==> src/rtl/div_pkg.sv <==
// Shared types and constants for the sequential restoring divider.
package div_pkg;
    localparam int DW_DEFAULT = 16;

    typedef enum logic [1:0] {
        IDLE = 2'd0,
        RUN  = 2'd1,
        DONE = 2'd2
    } state_e;

    localparam logic [DW_DEFAULT-1:0] Q_OVF = '1;
endpackage

==> src/rtl/div_step.sv <==
// One restoring-division step: shift in a dividend bit, trial-subtract the divisor.
module div_step #(
    parameter int DW = 16
) (
    input  logic [DW-1:0] rem_i,
    input  logic          bit_i,
    input  logic [DW-1:0] y_i,
    output logic [DW-1:0] rem_next_o,
    output logic          qbit_o
);
    logic [DW:0] t;
    logic [DW:0] diff;

    assign t          = {rem_i, bit_i};
    assign diff       = t - {1'b0, y_i};
    assign qbit_o     = (t >= {1'b0, y_i});
    // rem_i < y_i on entry, so the restored or subtracted value always fits in DW bits
    assign rem_next_o = qbit_o ? diff[DW-1:0] : t[DW-1:0];
endmodule

==> src/rtl/div_top.sv <==
// Radix-2 restoring divider, 2*DW / DW -> DW quotient and remainder, start/done handshake.
module div_top
    import div_pkg::*;
#(
    parameter int DW = DW_DEFAULT
) (
    input  logic            clk,
    input  logic            rst_n,
    input  logic            start,
    input  logic [2*DW-1:0] p,
    input  logic [DW-1:0]   y,
    output logic            busy,
    output logic            done,
    output logic [DW-1:0]   q,
    output logic [DW-1:0]   r,
    output logic            ovf
);
    localparam int CW = $clog2(DW);

    state_e          state_q, state_d;
    logic [CW-1:0]   cnt_q;
    logic [DW-1:0]   rem_q, lo_q, quo_q, y_q;
    logic [DW-1:0]   q_q, r_q;
    logic            ovf_q;

    logic            ovf_req;
    logic [DW-1:0]   rem_next;
    logic            qbit;
    logic [DW-1:0]   quo_next;

    // A high half >= y means the quotient cannot fit in DW bits (also covers y == 0)
    assign ovf_req  = (y == '0) || (p[2*DW-1:DW] >= y);
    assign quo_next = {quo_q[DW-2:0], qbit};

    div_step #(.DW(DW)) u_step (
        .rem_i      (rem_q),
        .bit_i      (lo_q[DW-1]),
        .y_i        (y_q),
        .rem_next_o (rem_next),
        .qbit_o     (qbit)
    );

    always_ff @(posedge clk) begin
        if (!rst_n) state_q <= IDLE;
        else        state_q <= state_d;
    end

    always_comb begin
        state_d = state_q;
        case (state_q)
            IDLE:    if (start) state_d = ovf_req ? DONE : RUN;
            RUN:     if (cnt_q == '0) state_d = DONE;
            DONE:    state_d = IDLE;
            default: state_d = IDLE;
        endcase
    end

    always_comb begin
        busy = (state_q == RUN) || (state_q == DONE);
        done = (state_q == DONE);
    end

    // The high half seeds the partial remainder; the low half is shifted in MSB first
    always_ff @(posedge clk) begin
        if (!rst_n) begin
            cnt_q <= '0;
            rem_q <= '0;
            lo_q  <= '0;
            quo_q <= '0;
            y_q   <= '0;
            q_q   <= '0;
            r_q   <= '0;
            ovf_q <= 1'b0;
        end else begin
            case (state_q)
                IDLE: if (start) begin
                    y_q   <= y;
                    lo_q  <= p[DW-1:0];
                    rem_q <= p[2*DW-1:DW];
                    quo_q <= '0;
                    cnt_q <= CW'(DW-1);
                    if (ovf_req) begin
                        q_q   <= '1;
                        r_q   <= '0;
                        ovf_q <= 1'b1;
                    end
                end
                RUN: begin
                    rem_q <= rem_next;
                    lo_q  <= {lo_q[DW-2:0], 1'b0};
                    quo_q <= quo_next;
                    cnt_q <= cnt_q - CW'(1);
                    if (cnt_q == '0) begin
                        q_q   <= quo_next;
                        r_q   <= rem_next;
                        ovf_q <= 1'b0;
                    end
                end
                default: ;
            endcase
        end
    end

    assign q   = q_q;
    assign r   = r_q;
    assign ovf = ovf_q;
endmodule
==> config.mk <==
export PLATFORM = sky130hd
export DESIGN_NAME = div_top
export DESIGN_NICKNAME = d
export VERILOG_FILES = /design/src/rtl/div_pkg.sv /design/src/rtl/div_step.sv /design/src/rtl/div_top.sv
export SDC_FILE = /design/constraint.sdc
export NUM_CORES = 1
export LEC_CHECK = 0
export CAP_MARGIN = 10
export CORE_ASPECT_RATIO = 1.5
export CORE_MARGIN = 5
export CORE_UTILIZATION = 49
export DETAILED_ROUTE_END_ITERATION = 6
export GPL_ROUTABILITY_DRIVEN = 0
export PLACE_DENSITY = 0.7
export SLEW_MARGIN = 10
export SYNTH_ARGS = -nofsm -noshare
export SYNTH_HDL_FRONTEND = slang
export SYNTH_HIERARCHICAL = 1
export SYNTH_SLANG_ARGS = --single-unit
==> constraint.sdc <==
create_clock -name clk -period 4.3 [get_ports clk]
set_clock_uncertainty 0.05 [all_clocks]
set_input_delay 1.075 -clock clk [delete_from_list [all_inputs] [get_ports clk]]
set_output_delay 1.075 -clock clk [all_outputs]
set_load 0.02 [all_outputs]
# Word-level counts from Yosys, hierarchy flattened
# Index checks and enable logic that the tools add are counted.
# totals
inputBits,51
ff_bits,102
# classes
order_cmp,2
reduce_logical,10
n_mux,25
eq_ne,5
n_addsub,2
# op_table
operator,count
16-bit 2-to-1 mux,9
16-bit one-hot mux with 2 select lines,4
15-bit one-hot mux with 2 select lines,1
17-bit by 16-bit greater-or-equal comparator with 1-bit output,1
16-bit greater-or-equal comparator,1
16-bit logical NOT,1
16-bit subtractor,1
15-bit 2-to-1 mux,1
4-bit one-hot mux with 2 select lines,1
2-bit 2-to-1 mux,3
2-bit AND reduction,3
4-bit logical NOT,1
4-bit 2-to-1 mux,1
"2-bit != test, second input constant",2
2-bit one-hot mux with 2 select lines,1
4-bit AND reduction,1
"4-bit by 1-bit subtractor with 4-bit output, second input constant",1
1-bit 2-to-1 mux,3
"2-bit by 1-bit equality test with 1-bit output, second input constant",1
"2-bit equality test, second input constant",1
2-bit logical NOT,1
1-bit logical OR,2
"2-bit by 1-bit != test with 1-bit output, second input constant",1
1-bit one-hot mux with 2 select lines,1
2-bit nonzero test,1

# Logic depth before layout (Yosys ltp)
# logic_depth
word_depth,5
mapped_depth,14
ltp_nobuf,12

# Modules after synthesis
# The synthesis kept the hierarchy.
# modules_own_cells
module,cells_each,n_inst,area_each_um2
div_top,540,1,4725.8
div_step,158,1,1158.6

# Least setup slack after synthesis
# Ideal clock, no wire load.
# synth_path
kind,input port to flip-flop
startpoint,in y[13]
endpoint,"reg r_q[14], in the netlist r[14]"
path_stages,10
slack_ps,1263
t_arrival_ps,2865
path_buffers,3
path_cell_list,inv_1 -> ha_1 -> a211oi_2 -> nor2_1 -> or2_1 -> clkbuf_2 -> or3_1 -> buf_6 -> buf_8 -> a311o_1
# synth_via
elab_chain_cells,4
# synth_lines
element,line_no,rtl
start: declaration,div_top.sv:11,"input logic [DW-1:0] y,"
16-bit greater-or-equal comparator or 16-bit logical NOT (tied branches),div_top.sv:32,assign ovf_req = (y == '0) || (p[2*DW-1:DW] >= y);
1-bit logical OR *,div_top.sv:32,
2-bit != test (no source line) *,n/a,
4-bit AND reduction (no source line) *,n/a,
end signal: assignment,div_top.sv:95,r_q <= rem_next;
end: declaration,div_top.sv:23,"logic [DW-1:0] q_q, r_q;"
# Mark *: on every way between the ends. The rest lies on a longest branch, timed or not.
# A chain may end at the register's enable or synchronous reset.

# Final worst setup path
# layout_path
startpoint,in y[7]
endpoint,"reg r_q[0], in the netlist r[0]"
# The elaborated chain is that of the path after synthesis.

==> impl_metrics.env <==
export IMPL_placed_area_um2=6770
export IMPL_switching_share_pct=40.60
export IMPL_fp_dieW_um=99.48
export IMPL_grtUsageTotal_pct=23.34
export IMPL_dr_pass1_iters=6
export IMPL_min_to="y_q[10]"
export IMPL_synth_distinct_cells=74
export IMPL_postCtsSetupBuffers=0
export IMPL_pre_cts_ws_ns=0.2837
export IMPL_syn_inst=698
export IMPL_powerDensity_nw_per_um2=549.5
export IMPL_cp_end_kind="flop"
export IMPL_top_layer_used="met4"
export IMPL_switching_power_mw=1.579
export IMPL_cp_start_kind="input port"
export IMPL_maxCapViolations=0
export IMPL_cts_clk_slew_worst_paths_ns=0.07
export IMPL_reg2reg_slack_ns=0.91
export IMPL_ys_flop_type="dfxtp_1"
export IMPL_finalHoldViolCount=0
export IMPL_design_area_um2=7074
export IMPL_met3WireLength_um=933
export IMPL_cts_buffer_depth=2
export IMPL_fin_util_pct=59.48
export IMPL_io_buffer_count=85
export IMPL_p_leak_nw=2.729
export IMPL_fp_dieArea_um2=14350
export IMPL_wl_um=16910
export IMPL_cts_sinks=102
export IMPL_h_tree_depth=3
export IMPL_finalCriticalPeriod_ns=3.693
export IMPL_rsz0062_at_grt="no"
export IMPL_row_count=49
export IMPL_clkPwrFrac_pct=21.5
export IMPL_cp_max_fo=16
export IMPL_die_h_um=144.2
export IMPL_maxSlewHeadroom_pct=29.07
export IMPL_core_um2=11890
export IMPL_layout_common_cells="102 x dfxtp_1, 85 x clkdlybuf4s50_1, 78 x nand2_1, 68 x nor2_1, 42 x inv_1"
export IMPL_ctsHoldBuffers=0
export IMPL_crit_type="in2reg"
export IMPL_worst_ep_arrival_time_ns=3.87
export IMPL_drt_iter0_markers=396
export IMPL_clkLatencyLatePin_ns=0.34
export IMPL_ir_worst_vdd_mv=0.3684
export IMPL_cts_made_buffers=9
export IMPL_status="complete, no violations"
export IMPL_antenna_left=0
export IMPL_cts_tree="built"
export IMPL_required_ns=4.48
export IMPL_cts_resized=0
export IMPL_reg2reg_from="y_q[3]"
export IMPL_reg2regPathDepth=12
export IMPL_worst_pin_slew_ns=1.060
export IMPL_fmax_ghz=0.2708
export IMPL_finalSetupViolCount=0
export IMPL_setup_tns_ns=0
export IMPL_whs_path_depth=2
export IMPL_mappedNetlistArea_um2=5884
export IMPL_area_growth_pct=20.22
export IMPL_route_detailed_drc=0
export IMPL_io_pins=86
export IMPL_holdCritPathClass="reg2reg"
export IMPL_start_util_pct=49.47
export IMPL_via_per_inst=6.100
export IMPL_power_frac_seq_pct=30.6
export IMPL_internal_power_mw=2.309
export IMPL_ys_ff_latch=102
export IMPL_wl_met2_um=8660
export IMPL_final_period_utilization_pct=85.89
export IMPL_grt_ovfl_total=0
export IMPL_nets=844
export IMPL_drive_gt1_share_pct=8.279
export IMPL_layout_setup_ws_ns=0.6066
export IMPL_wire_per_inst_um=18.50
export IMPL_vias=5575
export IMPL_clockRootBuffer="clkbuf_16"
export IMPL_ys_seq_area_share_pct=34.70
export IMPL_synth_nets=786
export IMPL_mostFrequentLayoutCell="dfxtp_1"
export IMPL_grt_first_pass_wirelength_um=26750
export IMPL_diodes=0
export IMPL_synth_edf_count=0
export IMPL_synth_async_reset_ratio_pct=0
export IMPL_power_frac_comb_pct=47.8
export IMPL_syn_avg_cell_area_um2=8.430
export IMPL_antenna_found_initial=0
export IMPL_worstHoldStart="y_q[10]"
export IMPL_hpwl_um=12500
export IMPL_reg2reg_to="r[5]"
export IMPL_wl_met1_um=6502
export IMPL_grt_pass1_vias=5311
export IMPL_yosysWarnings=6
export IMPL_slew_viol_final=0
export IMPL_grt_max_degree=54
==> through the flow <==
stage          cells  power (mW)  hold WS, ns
2_1_floorplan    698       2.507       0.3863
3_3_place_gp     898       2.995       0.3970
3_5_place_dp     898       3.036       0.3984
4_1_cts          914       3.888       0.4086
5_1_grt          914       4.089       0.4261
6_report         914       3.887       0.4044
==> kinds of logic (layout without fill, tap and decap cells) <==
family | count (synthesis) | count (layout) | share of synthesized area [%]
AO/OA/AOI/OAI | 201 | 201 | 25.79
XOR/XNOR | 10 | 10 | 1.488
adder cells (fa/ha/maj) | 37 | 37 | 7.995
buffers and inverters | 96 | 159 | 7.272
flip-flops | 102 | 102 | 34.70
multiplexers | 26 | 26 | 5.039
AND/OR/NAND/NOR | 226 | 226 | 17.71
==> area by class of cell <==
class                   count  area [um^2]
well taps                 153        191.4
clock buffers               9        225.2
clock inverters             7        78.83
inverters                  45        173.9
flip-flops and latches    102         2042
multi-input cells         500         3415
repair buffers             98        948.4
fillers                  1112         4820
==> worst max-delay path: stages <==
cell and delay, ns:
clkdlybuf4s50_1 0.53, inv_1 0.07, ha_1 0.32, and2_1 0.18
a221oi_2 0.26, o2bb2ai_1 0.27, or3_1 0.71, a311o_2 0.46
==> routing by layer <==
metal,GRT usage [%],up-vias
met1,26.26,2661
met2,42.46,207
li1,-,2661
met3,3.137,46
met5,0,-
met4,12.37,0
==> synth_stat cells (2+ instances only) <==
cell type  count  area [um^2]
a211o_1        3        26.28
a311o_2        6        67.56
o221a_1        9        101.4
nand2b_1       2        12.51
and4_1         3        26.28
a32o_1         2        20.02
a22oi_1       16        120.1
a31o_1         2        17.52
nand4_1        4        25.02
o211ai_1       3        22.52
buf_2          4        20.02
a21o_1         8        60.06
o31ai_1        5        37.54
or4_1          2        15.01
a21oi_1       24        120.1
o21ai_1        6        30.03
nand2_1       78        292.8
mux2_4         7        105.1
ha_1          36        450.4
o21ai_0       41        205.2
o22ai_1       15        93.84
nor3_1         3        15.01
a311o_1        9        90.09
xnor2_1        6        52.55
nor2_1        68        255.2
a211oi_1      20        150.1
xor2_1         4        35.03
o21a_1         4        30.03
buf_8          2        30.03
nor3b_1        3        22.52
nor4_1        20        125.1
nand3_1       25        125.1
buf_1          2        7.510
and3_1         3        18.77
clkbuf_1      37        138.9
and2_1         8        50.05
buf_6          4        45.04
inv_1         42        157.7
o221a_2        7        78.83
a21boi_0       2        15.01
a21oi_2        2        17.52
dfxtp_1      102         2042
mux2i_1       18        180.2
==> worst max path at each step <==
stage	depth (start not counted)	slack [ns]	startpoint	endpoint
2_1_floorplan	10	1.26	y[13]	r[14]
3_3_place_gp	8	0.44	y[5]	r[3]
3_5_place_dp	8	0.28	y[7]	r[1]
4_1_cts	8	0.65	y[7]	r[0]
5_1_grt	8	0.52	y[7]	r[0]
6_report	8	0.61	y[7]	r[0]
==> power groups by stage <==
stage / sequential, mW / clock (mW) / combinational (mW)
5_1_grt: 1.21 / 0.898 / 1.98
4_1_cts: 1.19 / 0.858 / 1.84
2_1_floorplan: 1.24 / 0 / 1.26
6_report: 1.19 / 0.838 / 1.86
3_3_place_gp: 1.21 / 0 / 1.79
3_5_place_dp: 1.21 / 0 / 1.82
==> registers in the layout, indices dropped and copies added, names as in the netlist <==
register	flops
cnt_q	4
lo_q	16
ovf	1
q	16
quo_q	15
r	16
rem_q	16
state_q	2
y_q	16
Note: power is estimated with default switching activity, not from simulation.
